## src/rtl/morra_pkg.sv

```systemverilog
// Shared encodings for the MorraCinese match driver: move codes,
// ROUND/GAME result codes and the driver state machine.
package morra_pkg;

    typedef enum logic [1:0] {
        MV_NONE     = 2'b00,
        MV_ROCK     = 2'b01,
        MV_PAPER    = 2'b10,
        MV_SCISSORS = 2'b11
    } move_t;

    typedef enum logic [1:0] {
        RES_NONE = 2'b00,
        RES_P1   = 2'b01,
        RES_P2   = 2'b10,
        RES_DRAW = 2'b11
    } result_t;

    typedef enum logic [1:0] {
        ST_IDLE  = 2'b00,
        ST_START = 2'b01,
        ST_PLAY  = 2'b10,
        ST_DONE  = 2'b11
    } state_t;

endpackage

```

## src/rtl/morra_tally.sv

```systemverilog
// Saturating round/win/draw counters fed by the FSMD ROUND output.
module morra_tally
    import morra_pkg::*;
#(
    parameter int unsigned CNT_W = 5
) (
    input  logic             clk,
    input  logic             rst,
    input  logic             clr,
    input  logic             en,
    input  logic [1:0]       round,
    output logic [CNT_W-1:0] rounds,
    output logic [CNT_W-1:0] p1_wins,
    output logic [CNT_W-1:0] p2_wins,
    output logic [CNT_W-1:0] draws
);

    function automatic logic [CNT_W-1:0] sat_inc(input logic [CNT_W-1:0] v);
        return (v == '1) ? v : v + CNT_W'(1);
    endfunction

    always_ff @(posedge clk) begin
        if (rst || clr) begin
            rounds  <= '0;
            p1_wins <= '0;
            p2_wins <= '0;
            draws   <= '0;
        end else if (en && round != RES_NONE) begin
            rounds <= sat_inc(rounds);
            case (round)
                RES_P1:  p1_wins <= sat_inc(p1_wins);
                RES_P2:  p2_wins <= sat_inc(p2_wins);
                default: draws   <= sat_inc(draws);
            endcase
        end
    end

endmodule

```

## src/rtl/morra_match_driver.sv

```systemverilog
// Host-side driver for the MorraCinese FSMD: issues START, streams move
// pairs, tallies ROUND results and reports one result record per match.
module morra_match_driver
    import morra_pkg::*;
#(
    parameter int unsigned MAX_CYCLES = 64,
    parameter int unsigned CNT_W      = 5
) (
    input  logic             clk,
    input  logic             rst,
    input  logic             cfg_valid,
    output logic             cfg_ready,
    input  logic [3:0]       cfg_extra,
    input  logic             mv_valid,
    output logic             mv_ready,
    input  logic [1:0]       mv_p1,
    input  logic [1:0]       mv_p2,
    output logic [1:0]       P1,
    output logic [1:0]       P2,
    output logic             START,
    input  logic [1:0]       ROUND,
    input  logic [1:0]       GAME,
    output logic             res_valid,
    output logic [1:0]       res_winner,
    output logic [CNT_W-1:0] res_rounds,
    output logic [CNT_W-1:0] res_p1_wins,
    output logic [CNT_W-1:0] res_p2_wins,
    output logic [CNT_W-1:0] res_draws,
    output logic             res_timeout,
    output logic             busy,
    output logic             starve
);

    localparam int unsigned CYC_W = ($clog2(MAX_CYCLES) > 0) ? $clog2(MAX_CYCLES) : 1;
    localparam logic [CYC_W-1:0] CYC_LAST = CYC_W'(MAX_CYCLES - 1);

    state_t           state_q, state_d;
    logic [3:0]       extra_q;
    logic [CYC_W-1:0] cyc_q;
    logic             hs;
    logic             fin_game;
    logic             fin_to;
    logic             starve_set;
    logic             tally_en;

    always_ff @(posedge clk) begin
        if (rst) begin
            state_q     <= ST_IDLE;
            extra_q     <= '0;
            cyc_q       <= '0;
            res_winner  <= '0;
            res_timeout <= 1'b0;
            starve      <= 1'b0;
        end else begin
            state_q <= state_d;
            if (hs) begin
                extra_q     <= cfg_extra;
                cyc_q       <= '0;
                res_winner  <= '0;
                res_timeout <= 1'b0;
                starve      <= 1'b0;
            end
            if (state_q == ST_PLAY)
                cyc_q <= cyc_q + CYC_W'(1);
            if (fin_game) begin
                res_winner  <= GAME;
                res_timeout <= 1'b0;
            end else if (fin_to) begin
                res_winner  <= RES_NONE;
                res_timeout <= 1'b1;
            end
            if (starve_set)
                starve <= 1'b1;
        end
    end

    // GAME is checked before the timeout so a resolving game on the last
    // allowed cycle still reports a winner.
    always_comb begin
        state_d    = state_q;
        cfg_ready  = 1'b0;
        mv_ready   = 1'b0;
        P1         = MV_NONE;
        P2         = MV_NONE;
        START      = 1'b0;
        hs         = 1'b0;
        fin_game   = 1'b0;
        fin_to     = 1'b0;
        starve_set = 1'b0;
        tally_en   = 1'b0;
        case (state_q)
            ST_IDLE: begin
                cfg_ready = 1'b1;
                if (cfg_valid) begin
                    hs      = 1'b1;
                    state_d = ST_START;
                end
            end
            ST_START: begin
                START   = 1'b1;
                P1      = extra_q[3:2];
                P2      = extra_q[1:0];
                state_d = ST_PLAY;
            end
            ST_PLAY: begin
                tally_en = 1'b1;
                if (GAME != RES_NONE) begin
                    fin_game = 1'b1;
                    state_d  = ST_DONE;
                end else if (cyc_q == CYC_LAST) begin
                    fin_to  = 1'b1;
                    state_d = ST_DONE;
                end else if (mv_valid) begin
                    mv_ready = 1'b1;
                    P1       = mv_p1;
                    P2       = mv_p2;
                end else begin
                    starve_set = 1'b1;
                end
            end
            ST_DONE: state_d = ST_IDLE;
            default: state_d = ST_IDLE;
        endcase
    end

    assign busy      = (state_q != ST_IDLE);
    assign res_valid = (state_q == ST_DONE);

    morra_tally #(
        .CNT_W(CNT_W)
    ) u_tally (
        .clk     (clk),
        .rst     (rst),
        .clr     (hs),
        .en      (tally_en),
        .round   (ROUND),
        .rounds  (res_rounds),
        .p1_wins (res_p1_wins),
        .p2_wins (res_p2_wins),
        .draws   (res_draws)
    );

endmodule

```

## config.mk

```make
export PLATFORM = sky130hd
export DESIGN_NAME = morra_match_driver
export DESIGN_NICKNAME = d
export VERILOG_FILES = /design/src/rtl/morra_pkg.sv /design/src/rtl/morra_tally.sv /design/src/rtl/morra_match_driver.sv
export SDC_FILE = /design/constraint.sdc
export NUM_CORES = 1
export LEC_CHECK = 0
export ABC_CLOCK_PERIOD_IN_PS = 2100
export CORE_UTILIZATION = 23
export DETAILED_ROUTE_END_ITERATION = 8
export SLEW_MARGIN = 15
export SYNTH_ARGS = -nofsm -noshare
export SYNTH_HDL_FRONTEND = slang
export SYNTH_SLANG_ARGS = --single-unit
```

## constraint.sdc

```tcl
create_clock -name clk -period 2.1 [get_ports clk]
set_input_delay 0.525 -clock clk [delete_from_list [all_inputs] [get_ports clk]]
set_output_delay 0.525 -clock clk [all_outputs]
set_load 0.02 [all_outputs]
```

==> results of run 1 <==
==> registers in the layout (all words and copies together) (netlist names) <==
signal,cells
u_tally.draws,5
u_tally.p2_wins,5
u_tally.p1_wins,5
u_tally.rounds,5
starve,1
res_timeout,1
extra_q,4
state_q,2
res_winner,2
cyc_q,6
==> per-layer routing <==
metal | up-vias | share of wire, %
met1 | 691 | 49
met5 | - | 0
met4 | 0 | 0.83
li1 | 823 | -
met2 | 43 | 45
met3 | 4 | 5.6
==> cell type report <==
type	count	area, µm²	share of cell area [%]
repair buffers	78	723.2	26.51
inverters	6	22.52	0.8257
multi-input cells	146	1057	38.76
clock buffers	6	72.57	2.661
well taps	99	123.9	4.541
flip-flops and latches	36	723.2	26.51
clock inverters	1	5.005	0.1835
==> cell families (layout without fill, tap and decap cells) <==
| group | after synthesis | count (layout) | share of synthesized area [%] |
|---|---|---|---|
| flops | 36 | 36 | 39.89 |
| mux | 11 | 11 | 6.164 |
| xor+xnor | 12 | 12 | 5.817 |
| simple gates | 82 | 82 | 23.41 |
| buf+inv | 15 | 91 | 3.463 |
| compound gates | 24 | 24 | 9.488 |
| fa+ha+maj | 17 | 17 | 11.77 |
==> report_power, final <==
group          internal [mW]  switching [mW]
sequential             0.735          0.0390
combinational          0.392           0.441
clock                  0.225           0.237
==> stage by stage <==
stage / TNS (ns) / worst slack (ns) / power [mW] / instances / util (%)
floorplan: 0 / 0.1684 / 1.261 / 197 / -
global placement: -4.109 / -0.6557 / 1.616 / 361 / 34.81
detailed placement: -3.828 / -0.6686 / 1.629 / 361 / 34.81
CTS: -0.4152 / -0.1133 / 2.103 / 370 / 36.35
global route: -0.6973 / -0.2059 / 2.229 / 372 / 36.82
finish: -0.2560 / -0.09032 / 2.069 / 372 / 36.82
==> cells in the final DEF, fill, tap and decap left out, drive strengths merged, types with 2 or more instances in the layout <==
| cell | count |
|---|---|
| nor2b | 4 |
| xor2 | 8 |
| dlymetal6s2s | 2 |
| nand2 | 22 |
| xnor2 | 4 |
| nand3 | 2 |
| nand4 | 5 |
| ha | 17 |
| dfxtp | 36 |
| nor3 | 2 |
| mux2i | 10 |
| nand3b | 2 |
| nand2b | 5 |
| and3 | 5 |
| o21ai | 4 |
| buf | 35 |
| clkdlybuf4s50 | 38 |
| clkbuf | 6 |
| a311oi | 2 |
| a21oi | 7 |
| inv | 6 |
| nor2 | 29 |
| dlygate4sd2 | 3 |
| a32o | 4 |
==> worst min-delay path: cells and delay by family (launching register included) <==
kind	cells	cell delay [ns]
flops	1	0.31
simple gates	1	0.05
compound gates	1	0.05
==> worst max-delay path by stage <==
stage | startpoint | endpoint | slack, ns | cells after the start
5_1_grt | cyc_q[1] | P1[1] | -0.21 | 7
3_5_place_dp | GAME[1] | P1[1] | -0.67 | 6
6_report | cyc_q[1] | P1[1] | -0.09 | 7
3_3_place_gp | GAME[1] | P2[1] | -0.66 | 6
4_1_cts | cyc_q[0] | P1[1] | -0.11 | 7
2_1_floorplan | state_q[0] | P1[0] | 0.17 | 6
==> timing repair <==
| action | 4_1_cts | 5_1_grt |
|---|---|---|
| setup endpoints to repair | 7 | 7 |
| pin swaps | 2 | 4 |
| gates resized for setup | 35 | 10 |
| setup buffers | 2 | 2 |
| cloned | 0 | 0 |
| hold buffers | 0 | 0 |
==> flow_summary.toml, run 1 <==
[critical_path]
path_buf_inv = 2
cp.arrival_ns = 1.67
crit_type = "flop to output port"
cp_slowest_cell = "dfxtp_2"
cp.required_ns = 1.57
r2r-end = "u_tally.p1_wins[3]"
cp_max_fo = 3
crit_family = "compound AO/OA/AOI/OAI gates"
r2r_slack_ns = 0.31
start_kind = "flop"
cp_common_cell = "buf_6"
r2r_start = "u_tally.p1_wins[0]"
critPathCaptureType = "output port"
ff2ff_path_depth = 8
cp_cell_sequence = "ha_4 > nand3_4 > o211ai_1 > nor2_2 > buf_6 > a32o_2 > buf_6"
critical-path-max-stage-delay_ns = 0.36

[timing]
fin_worst_skew_ns = 0.006979
timing.final.ws_setup_ns = -0.09032
hold_viol = 0
maxSlewHeadroom_pct = 76.86
worst_slew_pin_slew_ns = 0.3461
post-route-period-util_pct = 104.3
fmax_mhz = 456.6
slew_viol_final = 0
hold_ws_ns = 0.4476
period_needed_ns = 2.190
setup_viol = 3
rsz0062_at_grt = "yes"

[placed_design]
place_hpwl_um = 3077
gp_congestion = 0.7376
postPlaceCellArea_mm2 = 0.002579
port_buffers = 48

[worst_hold_path]
hold_end = "res_winner[1]"
worst_hold_path.num_cells = 2
min-delay-start = "res_winner[1]"
hp-class = "flop to flop"

[pwr]
p_leak_nw = 1.137
p_per_area_mw_per_mm2 = 758.6
ir_drop_v = 0.0003384

[cts]
clk_latency_ns = 0.29
cts_made_buffers = 5
cts.path.max_buffers = 2
clkSlewWorstSetupHoldPaths_ns = 0.07
cts_tree = "built"
cts_max_level = 2
cts_root_buf = "clkbuf_8"
clock_sinks = 36

[grt]
gr-usage-met1_pct = 13.02
grt_pass1_wl_um = 7113
grtUsageMet3_pct = 4.125
track_usage_pct = 10.63
grt_pass1_vias = 1533
use_met2_pct = 17.30
grt_remaining_overflow = 0
grt_max_degree = 24
grt_antenna_before_repair = 0
grt.busiest_layer = "met2"

[status]
violations = "setup timing"
outcome = "finished with violations"

[logic_synthesis]
avgSynthCellArea_um2 = 9.171
synthMostInstantiatedCell = "dfxtp_1"
yosys_warnings = 0
syn_inst = 197
synthTopCellsByCount = "dfxtp_1 (36), nor2_1 (29), nand2_1 (22)"
synth_top_area_share_pct = 39.89
ys_seq_elements = 36
synth_area_mm2 = 0.001807
synth_top_area_cell = "dfxtp_1"
netlist-cell-type-count = 37
synth_edf_count = 0
synth_flop_cell = "dfxtp_1"
syn_nets = 230
synthTopCellsByArea = "dfxtp_1 (40%), ha_1 (12%), nor2_1 (6.0%), mux2i_1 (5.5%), nand2_1 (4.6%)"
seq_area_frac_synth_pct = 39.89
synthArstFlopShare_pct = 0

[die]
core_mm2 = 0.007408
num_rows = 31
start_util_pct = 24.39
ios = 49
die_y_um = 90.63
die_w_um = 90.63
dieArea_mm2 = 0.008214

[cells_and_area]
design_area_mm2 = 0.002728
nFillCells = 758
diodes = 0
drive_above_1_share_pct = 19.78
final_nets = 306
area_delta_synth_final_pct = 50.97

[detailed_routing]
vias = 1561
routed_wl_um = 4204
final_antenna_net_count = 0
viasPerCell = 4.196
drt_iter0_drc = 40
drc_errors = 0
routedWlPerCell_um = 11.30
dr.pass1.iters = 4

[run]
maxCapViolCount = 0
No activity file was read; power rests on OpenSTA's default activity.
==> run 2, diff against run 1 <==
CORE_ASPECT_RATIO = 0.6   (was not set)
CTS_BUF_LIST = sky130_fd_sc_hd__clkbuf_16   (was not set)
==> run 2 against run 1 <==
Against the previous run:
- non-clock buffer count shrank 2
- the run now ends clean
- count of clock-buffer cells in the layout down 1
- largest cell class unchanged
- combinational power grew 5.3%
- critical path type unchanged
- via count up 0.96%
- worst hold slack gained 0.0060 ns
- sequential share of layout area is 0.59 points lower
- first-iteration DRC count decreased by 2.5%
- wire length up 4.3%
- core utilization up 0.80 points
==> flow_summary.toml, run 2 (same netlist as run 1, synthesis figures left out) <==
[placed_design]
post-place-ws_ns = -0.6648
gp_congestion = 0.7571
dp.cells = 368
postPlaceCellArea_mm2 = 0.002600
place_hpwl_um = 3419
port_buffers = 48

[die]
start_util_pct = 24.36
die_y_um = 70.66
dieArea_mm2 = 0.008226
core_mm2 = 0.007417
die_w_um = 116.4
ios = 49
num_rows = 24

[critical_path]
start_kind = "flop"
crit_type = "flop to output port"
cp.arrival_ns = 1.57
critPathCaptureType = "output port"
cp_max_fo = 4
cp.required_ns = 1.57

[grt]
track_usage_pct = 11.52
grt_pass1_vias = 1557
grt_pass1_wl_um = 7341
grt_max_degree = 24
grt_antenna_before_repair = 0
grt_remaining_overflow = 0

[pwr]
p_total_mw = 2.333
ir_drop_v = 0.0002796
p_leak_nw = 1.145
p_per_area_mw_per_mm2 = 836.3

[timing]
fmax_mhz = 478.4
worst_slew_pin_slew_ns = 0.3963
fin_worst_skew_ns = 0.004801
period_needed_ns = 2.090
rsz0062_at_grt = "yes"
hold_ws_ns = 0.4535
slew_viol_final = 0
fin_tns_setup_ns = 0
post-route-period-util_pct = 99.55
setup_viol = 0
hold_viol = 0
timing.final.ws_setup_ns = 0.009551
maxSlewHeadroom_pct = 73.52

[cells_and_area]
diodes = 0
seq_area_um2 = 723.2
design_area_mm2 = 0.002790
area_delta_synth_final_pct = 54.43
final_common_cell = "clkdlybuf4s50_1"
nFillCells = 762
largest_reg_flops = 6
final_nets = 304
instances_no_fill = 376
post-route-util_pct = 37.62
drive_above_1_share_pct = 19.49
final_cell_mix = "clkdlybuf4s50_1 (37), dfxtp_1 (34), buf_4 (27)"
multi_input_area_mm2 = 0.001076
largest-register = "cyc_q"

[cts]
cts_max_level = 2
cts_tree = "built"
clk_latency_ns = 0.27
clock_sinks = 36
cts_made_buffers = 5
cts.path.max_buffers = 2
cts_hold_buf = 0
clkSlewWorstSetupHoldPaths_ns = 0.06
cts_root_buf = "clkbuf_16"

[detailed_routing]
routedWlPerCell_um = 11.66
dr.pass1.iters = 4
routed_wl_um = 4383
drt_iter0_drc = 39
viasPerCell = 4.191
vias = 1576
drc_errors = 0
final_antenna_net_count = 0

[run]
maxCapViolCount = 0

[status]
outcome = "finished, final reports clean"

[worst_hold_path]
hp-class = "flop to flop"
==> run 2: report_power, final <==
part	switching (mW)	internal, mW
Combinational	0.460	0.416
Sequential	0.0354	0.736
Clock	0.260	0.426
Total	0.755	1.58
==> run 2: area by class of cell <==
| cell class | count | share of cell area (%) |
|---|---|---|
| Timing Repair Buffer | 76 | 25.16 |
| Clock inverter | 3 | 0.4036 |
| Multi-Input combinational cell | 146 | 38.56 |
| Tap cell | 104 | 4.664 |
| Inverter | 6 | 0.8072 |
| Sequential cell | 36 | 25.92 |
| Clock buffer | 5 | 4.484 |
==> run 2: path summary, 6_finish.rpt <==
check              startpoint               end  slack (ns)  cells past startpoint
max                  cyc_q[0]             P1[0]        0.01                      6
min             res_winner[1]     res_winner[1]        0.45                      2
max reg2reg  u_tally.draws[0]  u_tally.draws[2]        0.30                      8
min reg2reg     res_winner[1]     res_winner[1]        0.45                      2
==> run 2: worst max-delay path, cell delays in order, from the launching register on <==
cell,delay [ns]
dfxtp_2,0.35
ha_4,0.15
nand3_4,0.07
o211ai_1,0.25
nor2_2,0.11
a32o_2,0.24
buf_6,0.13
==> run 2: layer usage <==
| layer | part of all wire (%) | track usage, % |
|---|---|---|
| met1 | 55 | 16.43 |
| met2 | 39 | 16.17 |
| met3 | 4.9 | 3.942 |
| met4 | 0.78 | 3.419 |
| met5 | 0 | 0 |
==> run 2: repair_timing <==
| item | 4_1_cts | 5_1_grt |
|---|---|---|
| setup endpoints to repair | 8 | 5 |
| gates resized for setup | 39 | 11 |
| gates cloned | 0 | 0 |
| hold endpoints to repair | 0 | 0 |
| pin swaps | 3 | 6 |
| setup buffers | 1 | 1 |
==> run 3, diff against run 2 <==
PLACE_DENSITY = 0.46   (was not set)
REMOVE_ABC_BUFFERS = 1   (was not set)
==> run 3 against run 2 <==
Against the previous run:
- non-clock buffer count rose by 3
- the run now ends with setup timing left
- die area did not move
- clock power rose by 0.7%
- global-route usage fell by 0.58 points
- worst hold slack improved by 0.0020 ns
==> flow_summary.toml, run 3 (same netlist as run 1, synthesis figures left out) <==
[detailed_routing]
drc_errors = 0
viasPerCell = 4.185
routed_wl_um = 4260
vias = 1582
drt_iter0_drc = 75
routedWlPerCell_um = 11.27
final_antenna_net_count = 0
dr.pass1.iters = 4

[run]
maxCapViolCount = 0

[cts]
cts_root_buf = "clkbuf_16"
cts.path.max_buffers = 2
cts_hold_buf = 0
cts_max_level = 2
cts_made_buffers = 5
clock_sinks = 36
clkSlewWorstSetupHoldPaths_ns = 0.06
cts_tree = "built"
clk_latency_ns = 0.27

[cells_and_area]
area_delta_synth_final_pct = 55.06
design_area_mm2 = 0.002801
final_common_cell = "clkdlybuf4s50_1"
drive_above_1_share_pct = 19.71
post-route-util_pct = 37.77
diodes = 0
nFillCells = 791
final_cell_mix = "clkdlybuf4s50_1 (38), dfxtp_1 (34), buf_4 (30)"
largest_reg_flops = 6
largest-register = "cyc_q"
final_nets = 307

[critical_path]
cp_max_fo = 4
crit_family = "compound AO/OA/AOI/OAI gates"
cp.arrival_ns = 1.62
cp_cell_sequence = "ha_4 > nand3_4 > o211ai_1 > nor2_2 > a32o_2 > buf_6"
start_kind = "flop"
cp_slowest_cell = "dfxtp_2"
critPathCaptureType = "output port"
crit_type = "flop to output port"
path_buf_inv = 1
critical-path-max-stage-delay_ns = 0.35
cp.required_ns = 1.57
r2r_slack_ns = 0.26

[placed_design]
postPlaceCellArea_mm2 = 0.002608
gp_congestion = 0.7215
port_buffers = 48
place_hpwl_um = 3289
post-place-ws_ns = -0.7592

[die]
core_mm2 = 0.007417
num_rows = 24
ios = 49
die_y_um = 70.66
die_w_um = 116.4
start_util_pct = 24.36
dieArea_mm2 = 0.008226

[pwr]
p_per_area_mw_per_mm2 = 819.4
p_leak_nw = 1.151
ir_drop_v = 0.0003830

[grt]
grt_pass1_vias = 1431
grt_pass1_wl_um = 6927
track_usage_pct = 10.94
grt_remaining_overflow = 0
grt_max_degree = 24
grt_antenna_before_repair = 0

[timing]
worst_slew_pin_slew_ns = 0.3518
rsz0062_at_grt = "yes"
fin_worst_skew_ns = 0.004894
fmax_mhz = 465.9
fin_tns_setup_ns = -0.1593
hold_viol = 0
period_needed_ns = 2.146
post-route-period-util_pct = 102.2
slew_viol_final = 0
hold_ws_ns = 0.4555
setup_viol = 4
timing.final.ws_setup_ns = -0.04627
maxSlewHeadroom_pct = 76.49

[status]
violations = "setup timing"
outcome = "finished with violations"

[worst_hold_path]
hp-class = "flop to flop"
[run 3: tightest hold or removal path: cells and delay by family (launching register included)]
family | cells | cell delay, ns
simple gates | 1 | 0.05
flops | 1 | 0.31
compound gates | 1 | 0.05
[run 3: layout make-up]
class | instances | area [µm²] | area share, %
Clock buffer | 5 | 125.1 | 4.466
Clock inverter | 2 | 8.758 | 0.3126
Inverter | 6 | 22.52 | 0.8039
Multi-Input combinational cell | 146 | 1062 | 37.92
Sequential cell | 36 | 723.2 | 25.82
Tap cell | 104 | 130.1 | 4.645
Timing Repair Buffer | 79 | 729.5 | 26.04
[run 3: what timing repair did]
item,CTS,global route
buffers inserted,0,3
resized for setup,40,6
setup endpoints to repair,7,7
pin swaps,6,8
[run 3: stage by stage]
stage | power (mW) | cells
finish | 2.296 | 378
detailed placement | 1.633 | 369
global placement | 1.635 | 369
floorplan | 1.238 | 188
global route | 2.446 | 378
CTS | 2.326 | 376
[run 3: worst paths after layout]
path	cells past startpoint	to	from
worst min register to register	2	res_winner[1]	res_winner[1]
worst min-delay path	2	res_winner[1]	res_winner[1]
worst max-delay path	6	P1[1]	cyc_q[0]
worst max register to register	7	u_tally.draws[1]	u_tally.draws[0]
[run 3: where the power goes]
part / total, mW / leakage (nW) / switching, mW / internal (mW)
clock network: 0.691 / 0.0709 / 0.265 / 0.426
logic: 0.830 / 0.788 / 0.445 / 0.386
registers: 0.774 / 0.292 / 0.0388 / 0.736
[run 3: layer usage]
layer  share of wire (%)  vias up  GRT usage [%]
li1                    -      832              -
met1                  57      720          16.88
met2                  37       26          13.94
met3                 4.2        4          3.085
met4                 1.1        0          3.846
met5                   0        -              0
